### src/rtl/picorv32_bus_pkg.sv
`default_nettype none
// ============================================================================
// Module      : picorv32_bus_pkg
// Description : Shared types and helpers for the picorv32 bus arbiter.
// Revision    : 1.0 - initial release
// ============================================================================
package picorv32_bus_pkg;

   // Arbiter transaction states
   typedef enum logic [1:0] {
      IDLE = 2'd0,
      BUSY = 2'd1,
      RESP = 2'd2
   } arb_state_t;

   // Read data handed back when the slave never acknowledges
   localparam logic [31:0] C_DEFAULT_TIMEOUT_RDATA = 32'hDEAD_BEEF;

   // Width of a master index; at least one bit
   function automatic int idx_width(input int n);
      return (n > 1) ? $clog2(n) : 1;
   endfunction

endpackage
`default_nettype wire

### src/rtl/picorv32_bus_arbiter_rr_pick.sv
`default_nettype none
// ============================================================================
// Module      : rr_pick
// Description : Rotating-priority encoder. Returns the first set request bit
//               scanning upward from last+1 with wrap-around.
// Revision    : 1.0 - initial release
// ============================================================================
module rr_pick #(
   parameter int NUM_MASTERS = 4,
   parameter int IDX_W       = 2
) (
   input  logic [NUM_MASTERS-1:0] req,
   input  logic [IDX_W-1:0]       last,
   output logic                   any,
   output logic [IDX_W-1:0]       idx
);

   int w_cand;

   // Scan last+1 .. last+NUM_MASTERS; the first hit wins
   always_comb begin
      any    = 1'b0;
      idx    = '0;
      w_cand = 0;
      for (int k = 1; k <= NUM_MASTERS; k++) begin
         w_cand = (int'(last) + k) % NUM_MASTERS;
         if (!any && req[IDX_W'(w_cand)]) begin
            any = 1'b1;
            idx = IDX_W'(w_cand);
         end
      end
   end

endmodule
`default_nettype wire

### src/rtl/picorv32_bus_arbiter.sv
`default_nettype none
// ============================================================================
// Module      : picorv32_bus_arbiter
// Description : Four-master round-robin arbiter on the picorv32 native memory
//               interface with a slave-acknowledge watchdog.
// Revision    : 1.0 - initial release
// ============================================================================
module picorv32_bus_arbiter
   import picorv32_bus_pkg::*;
#(
   parameter int          NUM_MASTERS   = 4,
   parameter int          ADDR_W        = 32,
   parameter int          DATA_W        = 32,
   parameter int          TIMEOUT       = 64,
   parameter logic [31:0] TIMEOUT_RDATA = C_DEFAULT_TIMEOUT_RDATA,
   localparam int         GRANT_W       = idx_width(NUM_MASTERS),
   localparam int         STRB_W        = DATA_W / 8
) (
   input  logic                            clk,
   input  logic                            resetn,
   input  logic [NUM_MASTERS-1:0]          s_valid,
   output logic [NUM_MASTERS-1:0]          s_ready,
   input  logic [NUM_MASTERS*ADDR_W-1:0]   s_addr,
   input  logic [NUM_MASTERS*DATA_W-1:0]   s_wdata,
   input  logic [NUM_MASTERS*STRB_W-1:0]   s_wstrb,
   output logic [NUM_MASTERS*DATA_W-1:0]   s_rdata,
   output logic                            m_valid,
   input  logic                            m_ready,
   output logic [ADDR_W-1:0]               m_addr,
   output logic [DATA_W-1:0]               m_wdata,
   output logic [STRB_W-1:0]               m_wstrb,
   input  logic [DATA_W-1:0]               m_rdata,
   output logic [GRANT_W-1:0]              m_grant,
   output logic                            timeout_pulse,
   output logic [GRANT_W-1:0]              timeout_master
);

   // Watchdog wide enough to hold TIMEOUT-1; last count value fires it
   localparam int WD_W    = (TIMEOUT > 1) ? $clog2(TIMEOUT + 1) : 1;
   localparam int TO_LAST = (TIMEOUT > 0) ? TIMEOUT - 1 : 0;

   arb_state_t                r_state;
   arb_state_t                w_state_nxt;
   logic [GRANT_W-1:0]        r_last_grant;
   logic [WD_W-1:0]           r_watchdog;
   logic                      w_any;
   logic [GRANT_W-1:0]        w_idx;
   logic                      w_timeout;

   rr_pick #(
      .NUM_MASTERS (NUM_MASTERS),
      .IDX_W       (GRANT_W)
   ) u_rr_pick (
      .req  (s_valid),
      .last (r_last_grant),
      .any  (w_any),
      .idx  (w_idx)
   );

   assign w_timeout = (TIMEOUT != 0) && (r_watchdog == WD_W'(TO_LAST));

   // State register
   always_ff @(posedge clk) begin
      if (!resetn) r_state <= IDLE;
      else         r_state <= w_state_nxt;
   end

   // Next-state: grant, wait for ack or watchdog, one response cycle
   always_comb begin
      w_state_nxt = r_state;
      case (r_state)
         IDLE:    if (w_any) w_state_nxt = BUSY;
         BUSY:    if (m_ready || w_timeout) w_state_nxt = RESP;
         RESP:    w_state_nxt = IDLE;
         default: w_state_nxt = IDLE;
      endcase
   end

   // Request latch, response return and watchdog
   always_ff @(posedge clk) begin
      if (!resetn) begin
         s_ready        <= '0;
         s_rdata        <= '0;
         m_valid        <= 1'b0;
         m_addr         <= '0;
         m_wdata        <= '0;
         m_wstrb        <= '0;
         m_grant        <= '0;
         timeout_pulse  <= 1'b0;
         timeout_master <= '0;
         r_watchdog     <= '0;
         r_last_grant   <= GRANT_W'(NUM_MASTERS - 1);
      end else begin
         s_ready       <= '0;
         timeout_pulse <= 1'b0;
         case (r_state)
            IDLE: begin
               r_watchdog <= '0;
               if (w_any) begin
                  m_addr       <= s_addr[int'(w_idx)*ADDR_W +: ADDR_W];
                  m_wdata      <= s_wdata[int'(w_idx)*DATA_W +: DATA_W];
                  m_wstrb      <= s_wstrb[int'(w_idx)*STRB_W +: STRB_W];
                  m_grant      <= w_idx;
                  r_last_grant <= w_idx;
                  m_valid      <= 1'b1;
               end
            end
            BUSY: begin
               r_watchdog <= r_watchdog + 1'b1;
               if (m_ready) begin
                  s_rdata[int'(m_grant)*DATA_W +: DATA_W] <= m_rdata;
                  s_ready[m_grant] <= 1'b1;
                  m_valid          <= 1'b0;
               end else if (w_timeout) begin
                  s_rdata[int'(m_grant)*DATA_W +: DATA_W] <= DATA_W'(TIMEOUT_RDATA);
                  s_ready[m_grant] <= 1'b1;
                  timeout_pulse    <= 1'b1;
                  timeout_master   <= m_grant;
                  m_valid          <= 1'b0;
               end
            end
            default: begin
               r_watchdog <= '0;
            end
         endcase
      end
   end

endmodule
`default_nettype wire

### config.mk
export PLATFORM = sky130hd
export DESIGN_NAME = picorv32_bus_arbiter
export DESIGN_NICKNAME = d
export VERILOG_FILES = /design/src/rtl/picorv32_bus_pkg.sv /design/src/rtl/picorv32_bus_arbiter_rr_pick.sv /design/src/rtl/picorv32_bus_arbiter.sv
export SDC_FILE = /design/constraint.sdc
export NUM_CORES = 1
export LEC_CHECK = 0
export CORE_AREA = 2 2 199 201
export DETAILED_ROUTE_END_ITERATION = 6
export DIE_AREA = 0 0 201 203
export PLACE_DENSITY = 0.64
export SYNTH_ARGS = -nofsm -noshare
export SYNTH_HDL_FRONTEND = slang
export SYNTH_SLANG_ARGS = --single-unit
### constraint.sdc
create_clock -name clk -period 5.6 [get_ports clk]
set_clock_uncertainty 0.05 [all_clocks]
set_input_delay 1.68 -clock clk [delete_from_list [all_inputs] [get_ports clk]]
set_output_delay 1.68 -clock clk [all_outputs]
set_load 0.03 [all_outputs]
==> results.sh <==
export IMPL_setup_viol=0
export IMPL_die_height_um=203
export IMPL_cp_slowest_cell="clkdlybuf4s50_1"
export IMPL_drive_above_1_share_pct=5.446
export IMPL_syn_avg_cell_area_um2=8.584
export IMPL_start_kind="primary input"
export IMPL_grt_setup_unrepaired="no"
export IMPL_postRouteAntennaNets=0
export IMPL_htreeDepth=1
export IMPL_tightest_slew_ps=1214
export IMPL_yosysUniqueCellTypes=42
export IMPL_grtUsageTotal_pct=21.21
export IMPL_grt_max_degree=70
export IMPL_arrival_ps=4240
export IMPL_core_area_mm2=0.03847
export IMPL_min_path_type="reg -> reg"
export IMPL_stdcell_area_mm2=0.01687
export IMPL_boundaryPins=517
export IMPL_netlist_area_mm2=0.01053
export IMPL_holdWs_ps=407.2
export IMPL_hold_end="s_rdata[24]"
export IMPL_p_int_w=0.003229
export IMPL_relSlewSlack_pct=18.82
export IMPL_status="finished, final reports clean"
export IMPL_placementRows=72
export IMPL_combinationalPowerShare_pct=29.3
export IMPL_ff2ff_path_depth=6
export IMPL_ys_warn_count=0
export IMPL_instances_no_fill=2196
export IMPL_place_inst=2143
export IMPL_maxSlewViolCount=0
export IMPL_mappedNetlistNets=1544
export IMPL_io_buffers=516
export IMPL_p_sw_share_pct=33.05
export IMPL_min_from="s_rdata[24]"
export IMPL_initial_core_util_pct=27.38
export IMPL_cts_buffers=25
export IMPL_synthArstFlopShare_pct=0
export IMPL_grt_pass1_vias=11160
export IMPL_switching_power_w=0.001594
export IMPL_fin_nets=1969
export IMPL_clkPwrFrac_pct=34.7
export IMPL_numClockSinks=217
export IMPL_grt_pass1_wl_um=68630
export IMPL_worstPathMaxFanout=67
export IMPL_ys_seq_area_share_pct=41.24
export IMPL_fp_dieW_um=201
export IMPL_cap_viol_max_count=0
export IMPL_r2r_start="r_watchdog[0]"
export IMPL_timing_rr_end="s_rdata[75]"
export IMPL_synth_ff_type="dfxtp_1"
export IMPL_clkLatencyLatePin_ps=550
export IMPL_drt_iter0_markers=646
export IMPL_pwr_share_seq_pct=36.0
export IMPL_cpPeakStageDelay_ps=540
export IMPL_totalWireLength_um=46200
export IMPL_cp_num_buf_inv=2
export IMPL_yosys_top_cells_count="217 x dfxtp_1, 110 x nor2_1, 106 x a21oi_1"
export IMPL_synthCells=1227
export IMPL_crit_family="buffers and inverters"
export IMPL_syn_to_final_growth_pct=60.18
export IMPL_cts_hold_buf=0
export IMPL_cts_resized=0
export IMPL_postPlaceCellArea_mm2=0.01602
export IMPL_fin_setup_tns_ps=0
export IMPL_wl_per_cell_um=21.04
export IMPL_path_cells="clkdlybuf4s50_1 -> o21a_2 -> nor3_4 -> buf_12 -> mux2i_1 -> o221ai_1"
export IMPL_p_total_w=0.004822
export IMPL_fin_crit_sh_pct=69.73
export IMPL_dp_hpwl_um=32690
export IMPL_dr_pass1_iters=6
export IMPL_endpoint_kind="register"
export IMPL_min_period_ps=3905
export IMPL_vias_per_cell=5.306
export IMPL_grt_ovfl_total=0
export IMPL_cts_tree="yes"
export IMPL_num_vias=11650
export IMPL_regToRegSetupSlack_ps=2880
export IMPL_synth_area_leaders="dfxtp_1 41%, mux2i_1 6.7%, a211o_1 5.7%"
export IMPL_fmax_mhz=256.1
export IMPL_worstPathRequired_ps=5930
export IMPL_hold_viol=0
export IMPL_antenna_found_initial=7
export IMPL_cellPowerDensity_mw_per_mm2=285.8
export IMPL_gp_congestion=0.9371
export IMPL_peakVddDrop_mv=0.1986
export IMPL_leakage_nw=6.090
export IMPL_drc_errors=0
export IMPL_synth_edf_count=0
export IMPL_cts_buffer_depth=3
export IMPL_yosysMostFrequentCell="dfxtp_1"
export IMPL_synth_seq_cells=217
export IMPL_clkTransAtPathRegs_ps=70
export IMPL_cts_setup_buffers=0
export IMPL_die_area_mm2=0.04080
export IMPL_synth_top_area_share_pct=41.24
export IMPL_cts_root_buf="clkbuf_16"
export IMPL_crit_type="in -> reg"
export IMPL_synth_top_area_cell="dfxtp_1"
export IMPL_min_path_cells=2
state kept, by name, summed over array words and instances (netlist names), 2 cells and up:
register and count:
r_watchdog 7, m_wdata 32, m_grant 2, timeout_master 2, r_last_grant 2, r_state 2
s_ready 4, m_wstrb 4, s_rdata 128, m_addr 32
per-layer routing:
metal,up-vias,GRT usage (%),part of all wire [%]
li1,5467,-,-
met1,5523,26.28,40
met2,590,36.55,49
met3,71,4.864,8.8
met4,0,6.429,2.5
met5,-,0,0
metrics by stage:
step / utilization (%) / worst slack, ps
2_1_floorplan: - / 2426
3_5_place_dp: 41.63 / 1180
5_1_grt: 43.85 / 1623
6_report: 43.86 / 1695
3_3_place_gp: 41.63 / 1209
4_1_cts: 43.81 / 1760
cell families after synthesis:
kind of cell | synth area share (%)
AND/OR/NAND/NOR | 15.04
adder cells (fa/ha/maj) | 0.7127
multiplexers | 6.652
flip-flops | 41.24
AO/OA/AOI/OAI | 27.51
buffers and inverters | 8.589
XOR/XNOR | 0.2495
layout make-up:
cell class / count / area [um2]
Clock buffer: 32 / 711.9
Multi-Input combinational cell: 796 / 5361
Fill cell: 3763 / 21600
Antenna cell: 7 / 17.52
Clock inverter: 14 / 126.4
Inverter: 72 / 271.5
Tap cell: 518 / 648.1
Timing Repair Buffer: 540 / 5390
Sequential cell: 217 / 4344
cell usage in the layout (no fill, tap or decap), types with 12 or more instances in the layout:
cell / instances
nand2_1: 33
clkdlybuf4s50_1: 515
clkbuf_16: 25
a211o_1: 68
a32o_1: 13
nor3_1: 48
a21oi_1: 106
a211oi_1: 48
o221ai_1: 68
dfxtp_1: 217
nand3_1: 12
mux2i_1: 70
inv_1: 71
o31ai_1: 68
buf_4: 20
nand4_1: 86
o21ai_0: 18
nor2_1: 110
worst reg2reg max path: cells and delay by family, from the launching register on:
family | cells | cell delay, ps
AND/OR/NAND/NOR | 3 | 1320
AO/OA/AOI/OAI | 2 | 650
flip-flops | 1 | 370
adder cells (fa/ha/maj) | 1 | 240
power groups by stage:
stage	Clock [W]	Sequential (W)	Combinational [W]
3_5_place_dp	0	0.00177	0.00141
4_1_cts	0.00172	0.00174	0.00141
2_1_floorplan	0	0.00197	0.000553
5_1_grt	0.00177	0.00175	0.00150
6_report	0.00167	0.00174	0.00141
3_3_place_gp	0	0.00177	0.00140
worst max-delay path by stage:
stage / from / endpoint / cells past startpoint
global route: s_valid[3] / m_wstrb[0] / 6
detailed placement: s_valid[3] / m_wstrb[0] / 6
finish: s_valid[3] / m_wstrb[0] / 6
floorplan: s_valid[3] / m_addr[20] / 9
CTS: s_valid[3] / m_wstrb[0] / 6
global placement: s_valid[3] / m_wstrb[0] / 6
No activity file was read; power rests on OpenSTA's default activity.
